--- config.mk ---
export PLATFORM = sky130hd
export DESIGN_NAME = store_buffer
export DESIGN_NICKNAME = d
export VERILOG_FILES = /design/src/rtl/mem_pkg.sv /design/src/rtl/store_buffer_fwd.sv /design/src/rtl/store_buffer.sv
export SDC_FILE = /design/constraint.sdc
export NUM_CORES = 1
export LEC_CHECK = 0
export ABC_AREA = 1
export BUFFER_PORTS_ARGS = -buffer_cell sky130_fd_sc_hd__buf_4
export CAP_MARGIN = 20
export CORE_MARGIN = 3
export CORE_UTILIZATION = 45
export DETAILED_ROUTE_END_ITERATION = 10
export MAX_ROUTING_LAYER = met4
export PLACE_DENSITY = 0.66
export SLEW_MARGIN = 5
export SYNTH_ARGS = -nofsm -noshare
export SYNTH_HDL_FRONTEND = slang
export SYNTH_SLANG_ARGS = --single-unit
--- constraint.sdc ---
create_clock -name clk -period 5.66 [get_ports clk]
set_input_delay 0.849 -clock clk [delete_from_list [all_inputs] [get_ports clk]]
set_output_delay 0.849 -clock clk [all_outputs]
set_load 0.03 [all_outputs]
--- src/rtl/mem_pkg.sv ---
// mem_pkg: shared widths and the store-buffer entry layout
package mem_pkg;
    localparam int ADDR_W = 32;
    localparam int DATA_W = 32;
    localparam int WORD_OFF = 2;
    typedef struct packed {
        logic valid;
        logic [ADDR_W-1:0] addr;
        logic [DATA_W-1:0] data;
    } entry_t;
endpackage

--- src/rtl/store_buffer_fwd.sv ---
// store_buffer_fwd: youngest-match search over the pending entries for load forwarding
module store_buffer_fwd
    import mem_pkg::*;
#(
    parameter int DEPTH = 4,
    parameter int PW = $clog2(DEPTH),
    parameter int CW = $clog2(DEPTH + 1)
) (
    input  entry_t ents [DEPTH],
    input  logic [PW-1:0] rd_ptr,
    input  logic [CW-1:0] count,
    input  logic [ADDR_W-1:0] ld_addr,
    output logic hit,
    output logic [DATA_W-1:0] data
);
    logic [PW-1:0] idx;
    // Walk oldest to youngest so a later match overrides an earlier one.
    always_comb begin
        hit = 1'b0;
        data = '0;
        idx = '0;
        for (int i = 0; i < DEPTH; i++) begin
            idx = rd_ptr + PW'(i);
            if (CW'(i) < count && ents[idx].valid &&
                ents[idx].addr[ADDR_W-1:WORD_OFF] == ld_addr[ADDR_W-1:WORD_OFF]) begin
                hit = 1'b1;
                data = ents[idx].data;
            end
        end
    end
endmodule

--- src/rtl/store_buffer.sv ---
// store_buffer: posted-write FIFO in front of data memory with load forwarding
module store_buffer
    import mem_pkg::*;
#(
    parameter int DEPTH = 4,
    parameter int ADDR_W = mem_pkg::ADDR_W,
    parameter int DATA_W = mem_pkg::DATA_W
) (
    input  logic clk,
    input  logic rst_n,
    input  logic st_valid,
    input  logic [ADDR_W-1:0] st_addr,
    input  logic [DATA_W-1:0] st_data,
    output logic st_ready,
    input  logic ld_valid,
    input  logic [ADDR_W-1:0] ld_addr,
    output logic [DATA_W-1:0] ld_data,
    output logic ld_hit,
    output logic empty,
    output logic [ADDR_W-1:0] mem_address,
    output logic [DATA_W-1:0] mem_writeData,
    output logic mem_memWrite,
    output logic mem_memRead,
    input  logic [DATA_W-1:0] mem_readData
);
    localparam int PW = $clog2(DEPTH);
    localparam int CW = $clog2(DEPTH + 1);
    entry_t ents [DEPTH];
    entry_t head;
    logic [PW-1:0] wr_ptr, rd_ptr;
    logic [CW-1:0] count;
    logic fwd_hit, ld_act, miss, drain, enq;
    logic [DATA_W-1:0] fwd_data;

    store_buffer_fwd #(.DEPTH(DEPTH)) u_fwd (
        .ents(ents),
        .rd_ptr(rd_ptr),
        .count(count),
        .ld_addr(ld_addr),
        .hit(fwd_hit),
        .data(fwd_data)
    );

    // Load miss owns the memory port; the drain waits a cycle.
    always_comb begin
        head = ents[rd_ptr];
        st_ready = count != CW'(DEPTH);
        empty = count == '0;
        enq = st_valid && st_ready;
        ld_act = ld_valid && rst_n;
        ld_hit = ld_act && fwd_hit;
        miss = ld_act && !fwd_hit;
        drain = !miss && !empty;
        ld_data = ld_hit ? fwd_data : miss ? mem_readData : '0;
        mem_memRead = miss;
        mem_memWrite = drain;
        mem_address = miss ? ld_addr : drain ? head.addr : '0;
        mem_writeData = drain ? head.data : '0;
    end

    always_ff @(posedge clk or negedge rst_n) begin
        if (!rst_n) begin
            wr_ptr <= '0;
            rd_ptr <= '0;
            count <= '0;
            for (int i = 0; i < DEPTH; i++) ents[i] <= '0;
        end else begin
            if (drain) begin
                ents[rd_ptr].valid <= 1'b0;
                rd_ptr <= rd_ptr + 1'b1;
            end
            if (enq) begin
                ents[wr_ptr] <= '{valid: 1'b1, addr: st_addr, data: st_data};
                wr_ptr <= wr_ptr + 1'b1;
            end
            count <= count + CW'(enq) - CW'(drain);
        end
    end
endmodule
# Word level (Yosys, flattened, before mapping)

Cells that the tools add are included.

Register bits after elaboration: 267
Bits in read-only memories: 0
Output and inout port bits: 101
Memories kept: 0
RAM bits: 0
Input bits: 132
Latch bits: 0
Logic and storage cells: 94

Add/subtract/negate cells: 6
Bitwise logic cells: 5
Shift-type cells: 0
Mux-type cells: 33
Reduce and logical (&&, ||, !) cells: 19
Magnitude comparators: 11
Divide/modulo/power cells: 0
Multipliers: 0
Equality and inequality tests: 5

Operators with widths:

| kind                  | number |
|---|---|
| $mux W65              | 10 |
| $bmux W65 S2          | 4 |
| $bwmux W260           | 2 |
| $mux W260             | 2 |
| $mux W32              | 9 |
| $demux W65 S2         | 2 |
| $eq A30 B30 Y1        | 4 |
| $ge A3 B3 Y1 const B  | 5 |
| $logic_and A1 B1 Y1   | 15 |
| $not A2 Y3            | 5 |
| $lt A1 B3 Y1 const A  | 2 |
| $lt A2 B3 Y1 const A  | 2 |
| $lt A3 B1 Y1 const B  | 2 |
| $add A2 B1 Y2 const B | 2 |
| $add A2 B2 Y2 const B | 2 |
| $mux W1               | 4 |
| $add A3 B1 Y3         | 1 |
| $logic_not A1 Y1      | 3 |
| $logic_not A3 Y1      | 1 |
| $ne A3 B3 Y1 const B  | 1 |
| $sub A3 B1 Y3         | 1 |

# Longest topological paths before layout

Gate-level depths: netlist (run 1).

Depth in word-level cells: 17
Gate-level depth with buffers: 27
Mapped depth without buffers: 21

# Hierarchy

From an unflattened synthesis (run 1), not the netlist that was laid out.

Cell total of the unflattened synthesis: 4112
Area total of the unflattened synthesis: 24456.0 µm²

Modules (own cells, without submodules):

| module           | area an instance (µm²) | instances | seq. area each (µm²) | cells an instance |
|---|---|---|---|---|
| store_buffer     | 15103.2                | 1         | 6681.4               | 2137 |
| store_buffer_fwd | 9352.7                 | 1         | 0.0                  | 1975 |

# Worst setup path before layout (run 1)

OpenSTA, ideal clock, no wires.

Kind: register to output
Start point: register rd_ptr[1]
End point: output port mem_address[0]
Path buffers: 6
Setup slack: 1.057 ns
Cell stages (with the launch flop): 22
Data arrival time: 3.754 ns
Required time: 4.811 ns
Cells stage by stage: dfrtp_1 inv_1 buf_2 buf_2 buf_1 ha_1 buf_2 inv_2 clkbuf_1 nand3_1 nand3_1 nand2_1 nor2_1 nand2_1 nor2_1 nand2_1 nor2_2 nor2_2 nand3_4 nand2_2 buf_4 o21ai_0

Longest elaborated chain between the ends: 16
Elaborated cells between the ends (all ways): 41
Those cells by class: add/sub: 3; eq/ne: 4; mux: 18; bitwise: 4; reduce/logical: 12

Ends and longest elaborated chain:

| what                                                             | RTL line                                                           | text |
|---|---|---|
| from (decl)                                                      | store_buffer.sv:30                                                 | `logic [PW-1:0] wr_ptr, rd_ptr;` |
| from (signal assigned)                                           | store_buffer.sv:70                                                 | `rd_ptr <= rd_ptr + 1'b1;` |
| $add A2 B1 Y2 or $not A2 Y3 (tied branches)                      | -                                                                  |  |
| $not A2 Y3 (not written as such) or $bmux W65 S2 (tied branches) | store_buffer_fwd.sv:24, store_buffer_fwd.sv:25, store_buffer.sv:46 |  |
| $bmux W65 S2 or $mux W65 (tied branches)                         | store_buffer_fwd.sv:24, store_buffer_fwd.sv:25, store_buffer.sv:46 |  |
| $mux W65, on equally long branches                               | store_buffer_fwd.sv:25, store_buffer.sv:46                         |  |
| $mux W65, or another cell as far along                           | -                                                                  |  |
| $eq A30 B30 Y1 or $logic_and A1 B1 Y1 (tied branches)            | store_buffer_fwd.sv:25, store_buffer_fwd.sv:24                     |  |
| $logic_and A1 B1 Y1 or $mux W1 (tied branches)                   | store_buffer_fwd.sv:24                                             | `if (CW'(i) < count && ents[idx].valid &&` |
| $mux W1 (3 in a row)                                             | store_buffer_fwd.sv:24                                             |  |
| $logic_not A1 Y1                                                 | store_buffer.sv:52                                                 | `miss = ld_act && !fwd_hit;` |
| $logic_and A1 B1 Y1                                              | store_buffer.sv:52                                                 |  |
| $logic_not A1 Y1                                                 | store_buffer.sv:53                                                 | `drain = !miss && !empty;` |
| $logic_and A1 B1 Y1                                              | store_buffer.sv:53                                                 |  |
| $mux W32                                                         | store_buffer.sv:57                                                 | `mem_address = miss ? ld_addr : drain ? head.addr : '0;` |
| $mux W32 *                                                       | store_buffer.sv:57                                                 |  |
| to (decl)                                                        | store_buffer.sv:20                                                 | `output logic [ADDR_W-1:0] mem_address,` |

Every way passes the cells marked *; elsewhere a longest branch is shown, timed or not. The select of a mux whose other input is x is not followed.

# Final worst setup path (run 1)

Start point: register rd_ptr[0]
End point: output port ld_data[2]

Longest elaborated chain between the ends: 14
Elaborated cells between the ends (all ways): 44
Those cells by class: add/sub: 3; eq/ne: 4; mux: 22; bitwise: 4; reduce/logical: 11

Ends and longest elaborated chain:

| what                                                             | RTL line                                                               | text |
|---|---|---|
| $add A2 B1 Y2 or $not A2 Y3 (tied branches)                      | -                                                                      |  |
| $not A2 Y3 (not written as such) or $bmux W65 S2 (tied branches) | store_buffer_fwd.sv:24, store_buffer_fwd.sv:25, store_buffer_fwd.sv:27 |  |
| $bmux W65 S2 or $mux W65 (tied branches)                         | store_buffer_fwd.sv:24, store_buffer_fwd.sv:25, store_buffer_fwd.sv:27 |  |
| $mux W65 (not written as such)                                   | store_buffer_fwd.sv:25                                                 | `ents[idx].addr[ADDR_W-1:WORD_OFF] == ld_addr[ADDR_W-1:WORD_OFF]) begin` |
| $mux W65 (not written as such), or another cell as far along     | store_buffer_fwd.sv:27                                                 | `data = ents[idx].data;` |
| $eq A30 B30 Y1 or $logic_and A1 B1 Y1 (tied branches)            | store_buffer_fwd.sv:25, store_buffer_fwd.sv:24                         |  |
| $logic_and A1 B1 Y1 or $mux W1 (tied branches)                   | store_buffer_fwd.sv:24                                                 |  |
| $mux W1 (3 in a row)                                             | store_buffer_fwd.sv:24                                                 |  |
| $logic_not A1 Y1                                                 | store_buffer.sv:52                                                     |  |
| $logic_and A1 B1 Y1                                              | store_buffer.sv:52                                                     |  |
| $mux W32                                                         | store_buffer.sv:54                                                     | `ld_data = ld_hit ? fwd_data : miss ? mem_readData : '0;` |
| $mux W32 *                                                       | store_buffer.sv:54                                                     |  |
| to (decl)                                                        | store_buffer.sv:17                                                     | `output logic [DATA_W-1:0] ld_data,` |

Marks and branches as above.

==> results.toml, run 1 <==
[sta]
layout_setup_ws_ns = 0.249
worst_pin_slew_ns = 1.04
maxSlewViolCount = 0
rsz0062_at_grt = "no"
holdWs_ns = 0.108
min_period_over_period = 0.956
fin_tns_setup_ns = 0
fin_skew_ns = 0.0109
setup_violations = 0
hold_viol = 0
max_slew_margin = 0.308
fmax_mhz = 185
period_minus_slack_ns = 5.41

[drt]
ant_nets = 0
drt-total-wl_mm = 69.4
drt_iter0_markers = 2118
vias_per_cell = 5.56
vias = 21300
dr.pass1.iters = 7
drc = 0
wl_per_cell_um = 18.1

[synth]
synth_common_cells = "nand2_1, o21ai_0, nand3_1, nor2_1, dfrtp_1"
synth_xor_area_frac = 0.00223
synth_top_area_share = 0.341
ys_top_cells_by_area = "dfrtp_1, nand2_1, o21ai_0"
synth_cells = 3117
yosysUniqueCellTypes = 25
syn-num-nets = 3261
synth.most_common_cell = "nand2_1"
yosysWarnings = 0
yosys.area_share.adder = 0.00804
synth-seq-area-share = 0.341
yosys.area_share.simple = 0.389
syn_area_per_cell_um2 = 6.29
synthMuxAreaShare = 0.0664
ys_ff_latch = 267
synth_edf_count = 0
synth-compound-area-share = 0.114
yosys.area.top_type = "dfrtp_1"
synth_top_family_by_area = "simple AND/OR/NAND/NOR gates"
synth_area_mm2 = 0.0196
async_flop_share = 1.00
ys.flop_type = "dfrtp_1"

[setup_path]
timing.rr.start = "rd_ptr[0]$_DFFE_PN0P_"
worstPathMaxFanout = 53
crit_type = "flop to output pin"
setup.worst_path.start = "rd_ptr[0]$_DFFE_PN0P_"
worstPathArrival_ns = 4.56
cp-start-kind = "flop"
required_ns = 4.81
crit_path_end_kind = "output pin"

[global_routing]
grt_pass1_vias = 20300
track_usage = 0.299
grt-ovfl-total = 0
grt_pass1_wl_mm = 110
grt_max_degree = 201
antenna_found_initial = 1

[pwr]
power_density_mw_per_mm2 = 692
power.total_uw = 15800
ir_drop_mv = 0.666
leakagePower_uw = 0.0123

[placed_design]
routabilityCongestion = 1.02
dp_slack_ns = 0.749
placed_area_mm2 = 0.0215
dp_hpwl_mm = 46.9
io_buffers = 232

[clock_tree]
cts-hold-fix-buffers = 0
ctsResizeCount = 0
root_buffer = "clkbuf_16"
clk_latency_ns = 0.61
clockBufferDepth = 3
cts.reportedPaths.clkPinSlew_ns = 0.07
tritoncts = "yes"
htreeDepth = 1
clock-sinks = 267
cts-buffers-inserted = 31
postCtsSetupBuffers = 0

[floorplanning]
die_w_um = 215
dieArea_mm2 = 0.0461
io_pins = 233
initial_core_util = 0.461
dieHeight_um = 215
rows = 75
core_mm2 = 0.0425

[layout]
final_nets = 3370
stdcell_area_mm2 = 0.0228
drive_above_1_share = 0.108
syn2layout_area_growth_pct = 16.4

[job]
maxCapViolCount = 0

[min_path]
holdCritPathClass = "input pin to asynchronous set/reset pin"

[run_status]
run_status = "finished, final reports clean"
## per-layer routing
layer	up-vias	global-route usage	share of wire	wire length, µm
met3	137	0.0414	0.079	5460
met5	-	-	0	0
met2	966	0.497	0.47	32600
met4	0	0.0865	0.031	2130
li1	10300	-	-	-
met1	9915	0.384	0.42	29100
## cell families (layout without fill, tap and decap cells)
| group | count (synthesis) | in the layout |
|---|---|---|
| AOI/OAI and AO/OA | 444 | 444 |
| xor gates and xnor gates | 5 | 5 |
| adders and majority gates | 12 | 12 |
| buffers and inverters | 370 | 504 |
| DFF | 267 | 267 |
| muxes | 130 | 130 |
| other | 0 | 1 |
| and+or+nand+nor | 1889 | 1889 |
## critical path: stages (launching register included)
cell and delay, ns:
dfrtp_4 0.54, inv_4 0.10, ha_4 0.25, inv_6 0.36, buf_4 0.26, nand3_1 0.10
nand3_1 0.08, nand2_1 0.13, nor2_1 0.17, nand2_1 0.08, nor2_1 0.10, nand2_1 0.07
nor2_2 0.21, buf_6 0.36, inv_1 0.26, buf_4 0.29, nor3_1 0.20, nor2_1 0.07
nand2_1 0.07, nand2_1 0.05, buf_4 0.16
## final timing paths
path	end	slack, ns	cells after the start
setup / recovery	ld_data[2]	0.25	20
hold / removal	ents[105]$_DFFE_PN0P_	0.11	1
setup reg to reg	count[2]$_DFF_PN0_	1.34	22
hold reg to reg	ents[33]$_DFFE_PN0P_	0.49	2
max in group asynchronous	ents[186]$_DFFE_PN0P_	3.88	3
min in group clk	ents[33]$_DFFE_PN0P_	0.49	2
## where the power goes
| group | switching, µW | internal [µW] | leakage [µW] | total (µW) |
|---|---|---|---|---|
| clock | 887 | 1350 | 0.000554 | 2240 |
| combinational | 6760 | 3230 | 0.00838 | 9990 |
| sequential | 766 | 2810 | 0.00334 | 3570 |
## flip-flops by register name, summed over array words and instances, names as in the netlist
register / count
count: 3
wr_ptr: 2
rd_ptr: 2
ents: 260
## layout make-up
class                           count  area (µm²)
Fill cell                        4331       19700
Inverter                          179         682
Tap cell                          577         722
Clock inverter                     21         295
Antenna cell                        1        2.50
Timing Repair Buffer              267        2160
Sequential cell                   267        6690
Multi-Input combinational cell   2480       11400
Clock buffer                       37         848
## metrics by stage
step	utilization	cells
global placement	0.507	3766
finish	0.537	3829
global route	0.537	3829
floorplan	-	3117
CTS	0.534	3824
detailed placement	0.507	3766
## cell usage in the layout (no fill, tap or decap), types with 5 or more instances in the layout
cell type  instances
mux2i_1          130
a21oi_1           38
bufinv_16          6
nand3_1          350
nor3_1            33
buf_4            257
nand2_1         1218
nor2_2            11
clkbuf_8           5
nor2_1           268
xor2_1             5
inv_1            175
nand2_4            5
dfrtp_1          265
clkbuf_16         33
o21ai_1           28
ha_1              10
o21ai_0          376
clkinv_2           6
(Power assumes the default switching activity.)
==> inputs of run 2 (changes only) <==
Settings changed: CORE_UTILIZATION 45 to 50, PLACE_DENSITY 0.66 to 0.72.
==> run 2 against run 1 <==
Effect of this change: sequential share of layout area is 0.24 points higher; die area is 9.7% lower; sequential power hardly changed; register-to-register slack better by 0.05 ns; routed wire length is 2.3% lower; worst hold slack worse by 0.067 ns; flip-flop and latch count stayed put; utilization is 5.7 points higher.
==> results.toml, run 2 (synthesized netlist as in run 1, its figures left out) <==
[run_status]
run_status = "finished, final reports clean"

[drt]
wl_per_cell_um = 18.0
ant_nets = 0
vias_per_cell = 5.63
drc = 0
vias = 21200
drt_iter0_markers = 1870
drt-total-wl_mm = 67.8
dr.pass1.iters = 7

[global_routing]
grt_max_degree = 209
grt_pass1_wl_mm = 106
antenna_found_initial = 1
grt-ovfl-total = 0
grt_pass1_vias = 20200
track_usage = 0.328

[floorplanning]
rows = 71
dieArea_mm2 = 0.0416
core_mm2 = 0.0381
io_pins = 233
initial_core_util = 0.514
dieHeight_um = 204
die_w_um = 204

[sta]
setup_violations = 0
max_slew_margin = 0.325
worst_pin_slew_ns = 1.01
fin_tns_setup_ns = 0
holdWs_ns = 0.0404
fin_skew_ns = 0.0140
fmax_mhz = 185
maxSlewViolCount = 0
hold_viol = 0
min_period_over_period = 0.955
period_minus_slack_ns = 5.41
layout_setup_ws_ns = 0.253

[layout]
syn2layout_area_growth_pct = 15.4
layout_commonest_cell = "nand2_1"
final_core_util = 0.594
final_cell_mix = "nand2_1, o21ai_0, nand3_1"
reg_top3 = "ents (260), count (3)"
final_nets = 3366
top_register = "ents"
drive_above_1_share = 0.106
layoutNonFillerInstCount = 3759
largest_reg_flops = 260

[clock_tree]
tritoncts = "yes"
ctsResizeCount = 0
clockBufferDepth = 3
htreeDepth = 1
postCtsSetupBuffers = 0
cts-hold-fix-buffers = 0
cts-buffers-inserted = 31
root_buffer = "clkbuf_16"
clk_latency_ns = 0.60
clock-sinks = 267
cts.reportedPaths.clkPinSlew_ns = 0.06

[placed_design]
dp_slack_ns = 0.827
io_buffers = 232
routabilityCongestion = 0.966
dp_hpwl_mm = 45.6
dp.cells = 3699

[pwr]
leakagePower_uw = 0.0122
power_density_mw_per_mm2 = 691
ir_drop_mv = 0.551

[job]
maxCapViolCount = 0

[setup_path]
setup.worst_path.start = "rd_ptr[0]$_DFFE_PN0P_"
timing.rr.start = "rd_ptr[0]$_DFFE_PN0P_"
worstPathArrival_ns = 4.56
cp-start-kind = "flop"
worstPathMaxFanout = 48
required_ns = 4.81
crit_type = "flop to output pin"
crit_path_end_kind = "output pin"

[min_path]
holdCritPathClass = "input pin to asynchronous set/reset pin"
[run 2: path summary, 6_finish.rpt]
check                                              to  slack (ns)  depth (start not counted)
worst max-delay path                mem_writeData[16]        0.25                         17
worst min-delay path             ents[43]$_DFFE_PN0P_        0.04                          1
worst max register to register     count[2]$_DFF_PN0_        1.39                         20
worst min register to register   ents[98]$_DFFE_PN0P_        0.49                          2
max in group asynchronous       rd_ptr[0]$_DFFE_PN0P_        3.59                          3
min in group clk                 ents[98]$_DFFE_PN0P_        0.49                          2
[run 2: worst max-delay path: stages, from the launching register on]
cell and delay, ns:
dfrtp_4 0.48, inv_4 0.06, ha_4 0.56, buf_6 0.42
nand3_1 0.16, nand3_1 0.22, nand2_1 0.08, nor2_1 0.12
nand2_1 0.11, nor2_1 0.11, nand2_1 0.10, nor2_4 0.15
nor2_4 0.08, nand3_4 0.14, nand2_4 0.32, buf_4 0.35
nor2_1 0.25, buf_4 0.22
[run 2: per-stage QoR]
| step | power (µW) | area [µm²] |
|---|---|---|
| global placement | 13000 | 21400 |
| detailed placement | 13200 | 21400 |
| floorplan | 10500 | 19600 |
| CTS | 15500 | 22600 |
| global route | 17000 | 22600 |
| finish | 15600 | 22600 |
[run 2: cell type report]
cell class / instances / area, µm²
clock inverters: 20 / 303
flip-flops and latches: 267 / 6690
multi-input cells: 2480 / 11400
well taps: 511 / 639
clock buffers: 38 / 842
diodes: 1 / 2.50
inverters: 179 / 682
repair buffers: 263 / 2060
fillers: 3679 / 15500
[run 2: metal layers]
layer,share of wire,global-route usage
met3,0.080,0.0425
met4,0.054,0.158
met5,0,-
met2,0.47,0.529
met1,0.40,0.411
[run 2: report_power, final]
group | internal (µW) | leakage [µW] | switching, µW
logic | 3150 | 0.00833 | 6650
registers | 2810 | 0.00334 | 758
clock network | 1380 | 0.000551 | 888
total | 7340 | 0.0122 | 8290
